<file path="src/rtl/parser_event_monitor.sv">
// parser_event_monitor
//   Observation block for the ITCH parser debug path. Each decoder channel's
//   internal-valid pulse is timestamped into a per-channel pending slot. A
//   round-robin arbiter moves one slot per cycle into a first-word-fall-through
//   record FIFO that is drained by a valid/ready stream. Saturating per-channel
//   event counters and a drop counter summarise decoder activity.
//
//   Optional build macro: MON_REF_FILTER_EN adds filter_en_i / filter_ref_i.
//   With filter_en_i=1, only events whose order_ref equals filter_ref_i are
//   captured and counted. Non-matching events are ignored silently.
//
// Ports
//   clk_i, rst_ni         clock, asynchronous active-low reset
//   mon_en_i              capture enable; the drain path runs regardless
//   clr_i                 synchronous clear of counters and timestamp
//   ch_valid_i            per-channel event pulse
//   ch_order_ref_i        per-channel order_ref, channel i at [i*REF_W +: REF_W]
//   out_valid_o/ready_i   record stream handshake
//   out_ch_o/ref_o/ts_o   head record fields (zero while the FIFO is empty)
//   evt_count_o           per-channel counters, channel i at [i*CNT_W +: CNT_W]
//   drop_count_o          events lost to pending-slot collisions
//   fifo_level_o          record FIFO occupancy

// One pending slot plus its event counter.
module parser_event_monitor_slot #(
  parameter int REF_W = 64,
  parameter int TS_W  = 32,
  parameter int CNT_W = 32
) (
  input  logic             clk_i,
  input  logic             rst_ni,
  input  logic             clr_i,
  input  logic             cap_i,
  input  logic             gnt_i,
  input  logic [REF_W-1:0] ref_i,
  input  logic [TS_W-1:0]  ts_i,
  output logic             vld_o,
  output logic [REF_W-1:0] ref_o,
  output logic [TS_W-1:0]  ts_o,
  output logic             drop_o,
  output logic [CNT_W-1:0] cnt_o
);
  logic             vld_q;
  logic [REF_W-1:0] ref_q;
  logic [TS_W-1:0]  ts_q;
  logic [CNT_W-1:0] cnt_q;

  // A slot that is being granted this cycle can take a new event at once.
  assign drop_o = cap_i & vld_q & ~gnt_i;

  always_ff @(posedge clk_i or negedge rst_ni) begin
    if (!rst_ni) begin
      vld_q <= 1'b0;
      ref_q <= '0;
      ts_q  <= '0;
      cnt_q <= '0;
    end else begin
      if (cap_i && (!vld_q || gnt_i)) begin
        vld_q <= 1'b1;
        ref_q <= ref_i;
        ts_q  <= ts_i;
      end else if (gnt_i) begin
        vld_q <= 1'b0;
      end
      if (clr_i)                       cnt_q <= '0;
      else if (cap_i && (cnt_q != '1)) cnt_q <= cnt_q + 1'b1;
    end
  end

  assign vld_o = vld_q;
  assign ref_o = ref_q;
  assign ts_o  = ts_q;
  assign cnt_o = cnt_q;
endmodule

module parser_event_monitor #(
  parameter int NUM_CH     = 6,
  parameter int REF_W      = 64,
  parameter int TS_W       = 32,
  parameter int CNT_W      = 32,
  parameter int FIFO_DEPTH = 16
) (
  input  logic                          clk_i,
  input  logic                          rst_ni,
  input  logic                          mon_en_i,
  input  logic                          clr_i,
  input  logic [NUM_CH-1:0]             ch_valid_i,
  input  logic [NUM_CH*REF_W-1:0]       ch_order_ref_i,
`ifdef MON_REF_FILTER_EN
  input  logic                          filter_en_i,
  input  logic [REF_W-1:0]              filter_ref_i,
`endif
  output logic                          out_valid_o,
  input  logic                          out_ready_i,
  output logic [$clog2(NUM_CH)-1:0]     out_ch_o,
  output logic [REF_W-1:0]              out_ref_o,
  output logic [TS_W-1:0]               out_ts_o,
  output logic [NUM_CH*CNT_W-1:0]       evt_count_o,
  output logic [CNT_W-1:0]              drop_count_o,
  output logic [$clog2(FIFO_DEPTH):0]   fifo_level_o
);
  localparam int CH_W  = $clog2(NUM_CH);
  localparam int AW    = $clog2(FIFO_DEPTH);
  localparam int LVL_W = AW + 1;
  localparam int DN_W  = $clog2(NUM_CH + 1);

  typedef struct packed {
    logic [CH_W-1:0]  ch;
    logic [REF_W-1:0] oref;
    logic [TS_W-1:0]  ts;
  } rec_t;

  logic [TS_W-1:0]              ts_q;
  logic [CH_W-1:0]              rr_q;
  logic [CNT_W-1:0]             drop_q;
  logic [NUM_CH-1:0]            ref_ok, cap, gnt, drop, slot_vld;
  logic [NUM_CH-1:0][REF_W-1:0] slot_ref;
  logic [NUM_CH-1:0][TS_W-1:0]  slot_ts;
  logic [NUM_CH-1:0][CNT_W-1:0] cnt;

  rec_t             mem_q [FIFO_DEPTH];
  logic [AW:0]      wr_q, rd_q;
  logic [LVL_W-1:0] lvl;
  logic             full, push, pop;
  rec_t             push_rec, head;

  // ---------------- capture qualification ----------------
`ifdef MON_REF_FILTER_EN
  for (genvar i = 0; i < NUM_CH; i++) begin : g_filt
    assign ref_ok[i] = !filter_en_i || (ch_order_ref_i[i*REF_W +: REF_W] == filter_ref_i);
  end
`else
  assign ref_ok = '1;
`endif

  assign cap = {NUM_CH{mon_en_i}} & ch_valid_i & ref_ok;

  // ---------------- per-channel slots ----------------
  for (genvar i = 0; i < NUM_CH; i++) begin : g_ch
    parser_event_monitor_slot #(.REF_W(REF_W), .TS_W(TS_W), .CNT_W(CNT_W)) u_slot (
      .clk_i  (clk_i),
      .rst_ni (rst_ni),
      .clr_i  (clr_i),
      .cap_i  (cap[i]),
      .gnt_i  (gnt[i]),
      .ref_i  (ch_order_ref_i[i*REF_W +: REF_W]),
      .ts_i   (ts_q),
      .vld_o  (slot_vld[i]),
      .ref_o  (slot_ref[i]),
      .ts_o   (slot_ts[i]),
      .drop_o (drop[i]),
      .cnt_o  (cnt[i])
    );
  end

  assign evt_count_o = cnt;

  // ---------------- round-robin arbiter ----------------
  function automatic logic [CH_W-1:0] wrap_idx(input logic [CH_W-1:0] base, input int k);
    int s;
    s = int'(base) + k;
    if (s >= NUM_CH) s -= NUM_CH;
    return s[CH_W-1:0];
  endfunction

  logic            gnt_any, gnt_en;
  logic [CH_W-1:0] gnt_idx, cand;

  // Search starts just past the last winner so every channel gets a turn.
  always_comb begin
    gnt_any = 1'b0;
    gnt_idx = '0;
    cand    = '0;
    for (int k = 1; k <= NUM_CH; k++) begin
      cand = wrap_idx(rr_q, k);
      if (!gnt_any && slot_vld[cand]) begin
        gnt_any = 1'b1;
        gnt_idx = cand;
      end
    end
  end

  // A full FIFO can still accept a record in a cycle that frees its head.
  assign gnt_en = gnt_any & (~full | pop);

  for (genvar i = 0; i < NUM_CH; i++) begin : g_gnt
    assign gnt[i] = gnt_en & (gnt_idx == CH_W'(i));
  end

  // ---------------- drop accounting ----------------
  logic [DN_W-1:0]  drop_n;
  logic [CNT_W:0]   drop_sum;

  always_comb begin
    drop_n = '0;
    for (int i = 0; i < NUM_CH; i++) drop_n = drop_n + DN_W'(drop[i]);
    drop_sum = {1'b0, drop_q} + (CNT_W+1)'(drop_n);
  end

  // ---------------- timestamp, pointer, drop counter ----------------
  always_ff @(posedge clk_i or negedge rst_ni) begin
    if (!rst_ni) begin
      ts_q   <= '0;
      rr_q   <= CH_W'(NUM_CH - 1);
      drop_q <= '0;
    end else begin
      ts_q <= clr_i ? '0 : ts_q + 1'b1;
      if (gnt_en) rr_q <= gnt_idx;
      if (clr_i)              drop_q <= '0;
      else if (drop_sum[CNT_W]) drop_q <= '1;
      else                    drop_q <= drop_sum[CNT_W-1:0];
    end
  end

  assign drop_count_o = drop_q;

  // ---------------- record FIFO ----------------
  assign lvl  = wr_q - rd_q;
  assign full = (lvl == LVL_W'(FIFO_DEPTH));
  assign pop  = out_valid_o & out_ready_i;
  assign push = gnt_en;

  assign push_rec.ch   = gnt_idx;
  assign push_rec.oref = slot_ref[gnt_idx];
  assign push_rec.ts   = slot_ts[gnt_idx];

  // Storage is left unreset; the outputs are masked while the FIFO is empty.
  always_ff @(posedge clk_i) begin
    if (push) mem_q[wr_q[AW-1:0]] <= push_rec;
  end

  always_ff @(posedge clk_i or negedge rst_ni) begin
    if (!rst_ni) begin
      wr_q <= '0;
      rd_q <= '0;
    end else begin
      if (push) wr_q <= wr_q + 1'b1;
      if (pop)  rd_q <= rd_q + 1'b1;
    end
  end

  assign head         = mem_q[rd_q[AW-1:0]];
  assign out_valid_o  = (lvl != '0);
  assign out_ch_o     = out_valid_o ? head.ch   : '0;
  assign out_ref_o    = out_valid_o ? head.oref : '0;
  assign out_ts_o     = out_valid_o ? head.ts   : '0;
  assign fifo_level_o = lvl;
endmodule

</file>
<file path="config.mk">
export PLATFORM = sky130hd
export DESIGN_NAME = parser_event_monitor
export DESIGN_NICKNAME = d
export VERILOG_FILES = /design/src/rtl/parser_event_monitor.sv
export SDC_FILE = /design/constraint.sdc
export NUM_CORES = 2
export LEC_CHECK = 0
export CAP_MARGIN = 15
export CORE_MARGIN = 10
export CORE_UTILIZATION = 59
export CTS_CLUSTER_DIAMETER = 150
export CTS_CLUSTER_SIZE = 8
export DETAILED_ROUTE_END_ITERATION = 7
export GPL_TIMING_DRIVEN = 1
export PLACE_DENSITY = 0.88
export SYNTH_ARGS = -nofsm -noshare
export SYNTH_HDL_FRONTEND = slang
export SYNTH_HIERARCHICAL = 1
export SYNTH_SLANG_ARGS = --single-unit
export TNS_END_PERCENT = 10
</file>
<file path="constraint.sdc">
create_clock -name clk_i -period 7.6 [get_ports clk_i]
set_clock_uncertainty 0.1 [all_clocks]
set_input_delay 1.14 -clock clk_i [delete_from_list [all_inputs] [get_ports clk_i]]
set_output_delay 1.14 -clock clk_i [all_outputs]
set_load 0.1 [all_outputs]
</file>
==> results.tsv <==
metric	value	unit
critPathRequiredTime	6.36	ns
die_y	437	microns
r2r_end	drop_count_o[28]	
core	173000	sq um
synth_warnings	6	
synth-edff-count	1584	
rrSetupSlack	0.57	ns
preCtsSetupSlack	0.200	ns
slowest_stage	clkdlybuf4s50_1	
crit_type	reg2out	
startpoint_type	register	
routed_wl	352000	microns
drtAntennaViolNets	0	
finalWorstSetupSlack	0.220	ns
fmax	136	MHz
die_area	191000	sq um
seq_area_frac_synth	67.1	%
layout-drive-gt1-share	25.5	%
num_rows	153	
wl_per_cell	37.4	microns
grt_pass1_wl	491000	microns
area_growth	19.2	%
reg2regPathDepth	23	
remaining_drc_errors	0	
hold_viol	0	
synth_area_leaders	edfxtp_1 (46%), dfrtp_1 (21%), mux4_2 (11%), mux2_2 (6.4%), mux2i_1 (2.0%)	
grt_usage	35.0	%
dpl.hpwl	190000	microns
cts_root_buf	clkbuf_16	
timing.hold.ws	0.113	ns
period_share	97.1	%
yosysMostFrequentCell	edfxtp_1	
violations	slew limit	
antenna_found_initial	82	
path_clk_slew	0.06	ns
synth_flop_cell	edfxtp_1	
path_cells	ha_1, fa_1, inv_1, a21o_1, a21oi_1, xnor2_1, nor4_2, buf_4, nor2b_1, clkdlybuf4s50_1	
cp-end-kind	primary output	
yosysTopAreaCell	edfxtp_1	
num-nets-final	7362	
yosys.area.top_type_share	46.3	%
layout_min_cycle_time	7.38	ns
cts_tree	built	
drt-initial-drc-count	11100	
finalMaxSlewViolations	55	
cts.sinks	2435	
port_buffers	723	
rsz0062_at_grt	no	
top_level_ports	724	
clockBufferDepth	4	
status	finished, violations left	
synth_nets	6520	
arrival	6.14	ns
synth_area	103000	sq um
clk_latency	0.98	ns
grt_pass1_vias	68700	
cts_htree_levels	5	
postSynthAreaPerCell	16.9	sq um
ys_types	78	
syn_inst	6092	
place_congestion	0.911	
grt.overflow.total	0	
tns	0	ns
grt_start_max_net_pins	193	
numCtsBuffers	354	
synthArstFlopShare	34.9	%
min_path_type	in2async	
critPathMaxFanout	65	
drt-vias-per-instance	7.20	
fp.dieW	437	microns
synth-seq-cells	2435	
critPathMaxStageDelay	1.32	ns
cap_viol_max_count	0	
firstDrtPassIters	8	
r2r-start	rr_q[1]	
synth_commonest_cells	edfxtp_1 (1584), dfrtp_1 (849), mux2_2 (581), mux4_2 (496), o21ai_0 (260)	
setup_violations	0	
worstMarginPinSlew	1.56	ns
route.vias.total	67800	
initial_utilization	59.2	%
maxSlewHeadroom	-4.16	%
[sequential cells by signal (all words and copies together) (netlist names)]
name	count
drop_count_o	32
g_ch.u_slot/cnt_o	192
g_ch.u_slot/ref_o	384
g_ch.u_slot/ts_o	192
g_ch.u_slot/vld_o	6
mem_q	1584
rd_q	5
rr_q	3
ts_q	32
wr_q	5
[what timing repair did]
item	CTS	global route
hold buffers	0	0
resized for setup	0	4
setup endpoints to repair	0	9
setup buffers	0	0
[per-stage QoR]
step,cell area (sq um),instances,utilization [%]
after floorplan,103000,6092,-
after global placement,113000,8893,64.9
after detailed placement,113000,8895,64.9
after CTS,122000,9363,70.4
after global routing,122000,9413,70.6
final,122000,9420,70.6
[worst max-delay path: cells and delay by family, from the launching register on]
| kind | cells | cell delay (ns) |
|---|---|---|
| buf+inv | 3 | 1.89 |
| xor+xnor | 1 | 0.42 |
| compound gates | 2 | 0.29 |
| simple gates | 2 | 1.11 |
| fa+ha+maj | 2 | 0.81 |
| flops | 1 | 0.63 |
[layout by cell type (no fill, tap or decap), types with 10 or more instances in the layout]
| master | Yosys | final |
|---|---|---|
| a21oi_1 | 171 | 171 |
| mux4_2 | 496 | 496 |
| clkdlybuf4s50_1 | 0 | 656 |
| mux2i_1 | 201 | 179 |
| buf_12 | 0 | 31 |
| and4_1 | 11 | 11 |
| clkbuf_16 | 0 | 361 |
| a31oi_1 | 102 | 102 |
| nand2_1 | 96 | 90 |
| mux2_2 | 581 | 581 |
| nor3_1 | 44 | 43 |
| clkbuf_1 | 200 | 100 |
| o21ai_1 | 35 | 35 |
| inv_1 | 36 | 35 |
| xor2_1 | 87 | 87 |
| or4_1 | 48 | 48 |
| and2_1 | 43 | 27 |
| a32o_1 | 97 | 97 |
| o21ai_0 | 260 | 260 |
| nor2b_1 | 107 | 107 |
| o31ai_1 | 46 | 46 |
| or3_1 | 87 | 87 |
| dfrtp_1 | 849 | 846 |
| and3_1 | 42 | 42 |
| nor2_1 | 138 | 137 |
| nand4_1 | 97 | 97 |
| diode_2 | 0 | 49 |
| xnor2_1 | 29 | 28 |
| edfxtp_1 | 1584 | 1584 |
| and2_4 | 0 | 16 |
| nand3_1 | 205 | 205 |
| nand2b_1 | 11 | 10 |
| buf_4 | 26 | 196 |
| ha_1 | 28 | 28 |
| o211ai_1 | 21 | 21 |
| mux2i_2 | 1 | 23 |
| or3_2 | 12 | 12 |
[logic make-up after synthesis]
group	share of synthesized area, %
mux	19.3
compound gates	4.73
buf+inv	1.91
simple gates	5.57
xor+xnor	1.01
flops	67.1
fa+ha+maj	0.439
[routing by layer]
metal / share of wire (%) / track usage (%)
met5: 0.14 / 0
met4: 7.5 / 20.8
met3: 13 / 10.1
met2: 47 / 54.7
met1: 32 / 43.6
[cell type report]
type,count,area (sq um)
flip-flops and latches,2435,68900
repair buffers,887,8740
clock buffers,461,9410
clock inverters,7,75.1
inverters,37,146
diodes,49,123
multi-input cells,3219,32100
well taps,2325,2910
fillers,10000,51000
[how the worst max path moves through the flow]
stage             from  slack (ns)          endpoint
2_1_floorplan  rd_q[2]        0.38  drop_count_o[31]
3_3_place_gp   rr_q[1]        0.28  drop_count_o[31]
3_5_place_dp   rr_q[1]        0.20  drop_count_o[31]
4_1_cts        rr_q[1]        0.17  drop_count_o[31]
5_1_grt        rr_q[1]        0.14  drop_count_o[28]
6_report       rd_q[0]        0.22      out_ref_o[4]
Power is left out: the tool's default activity adds up to more than one toggle a clock period on the data nets, which glitch-free logic cannot reach.
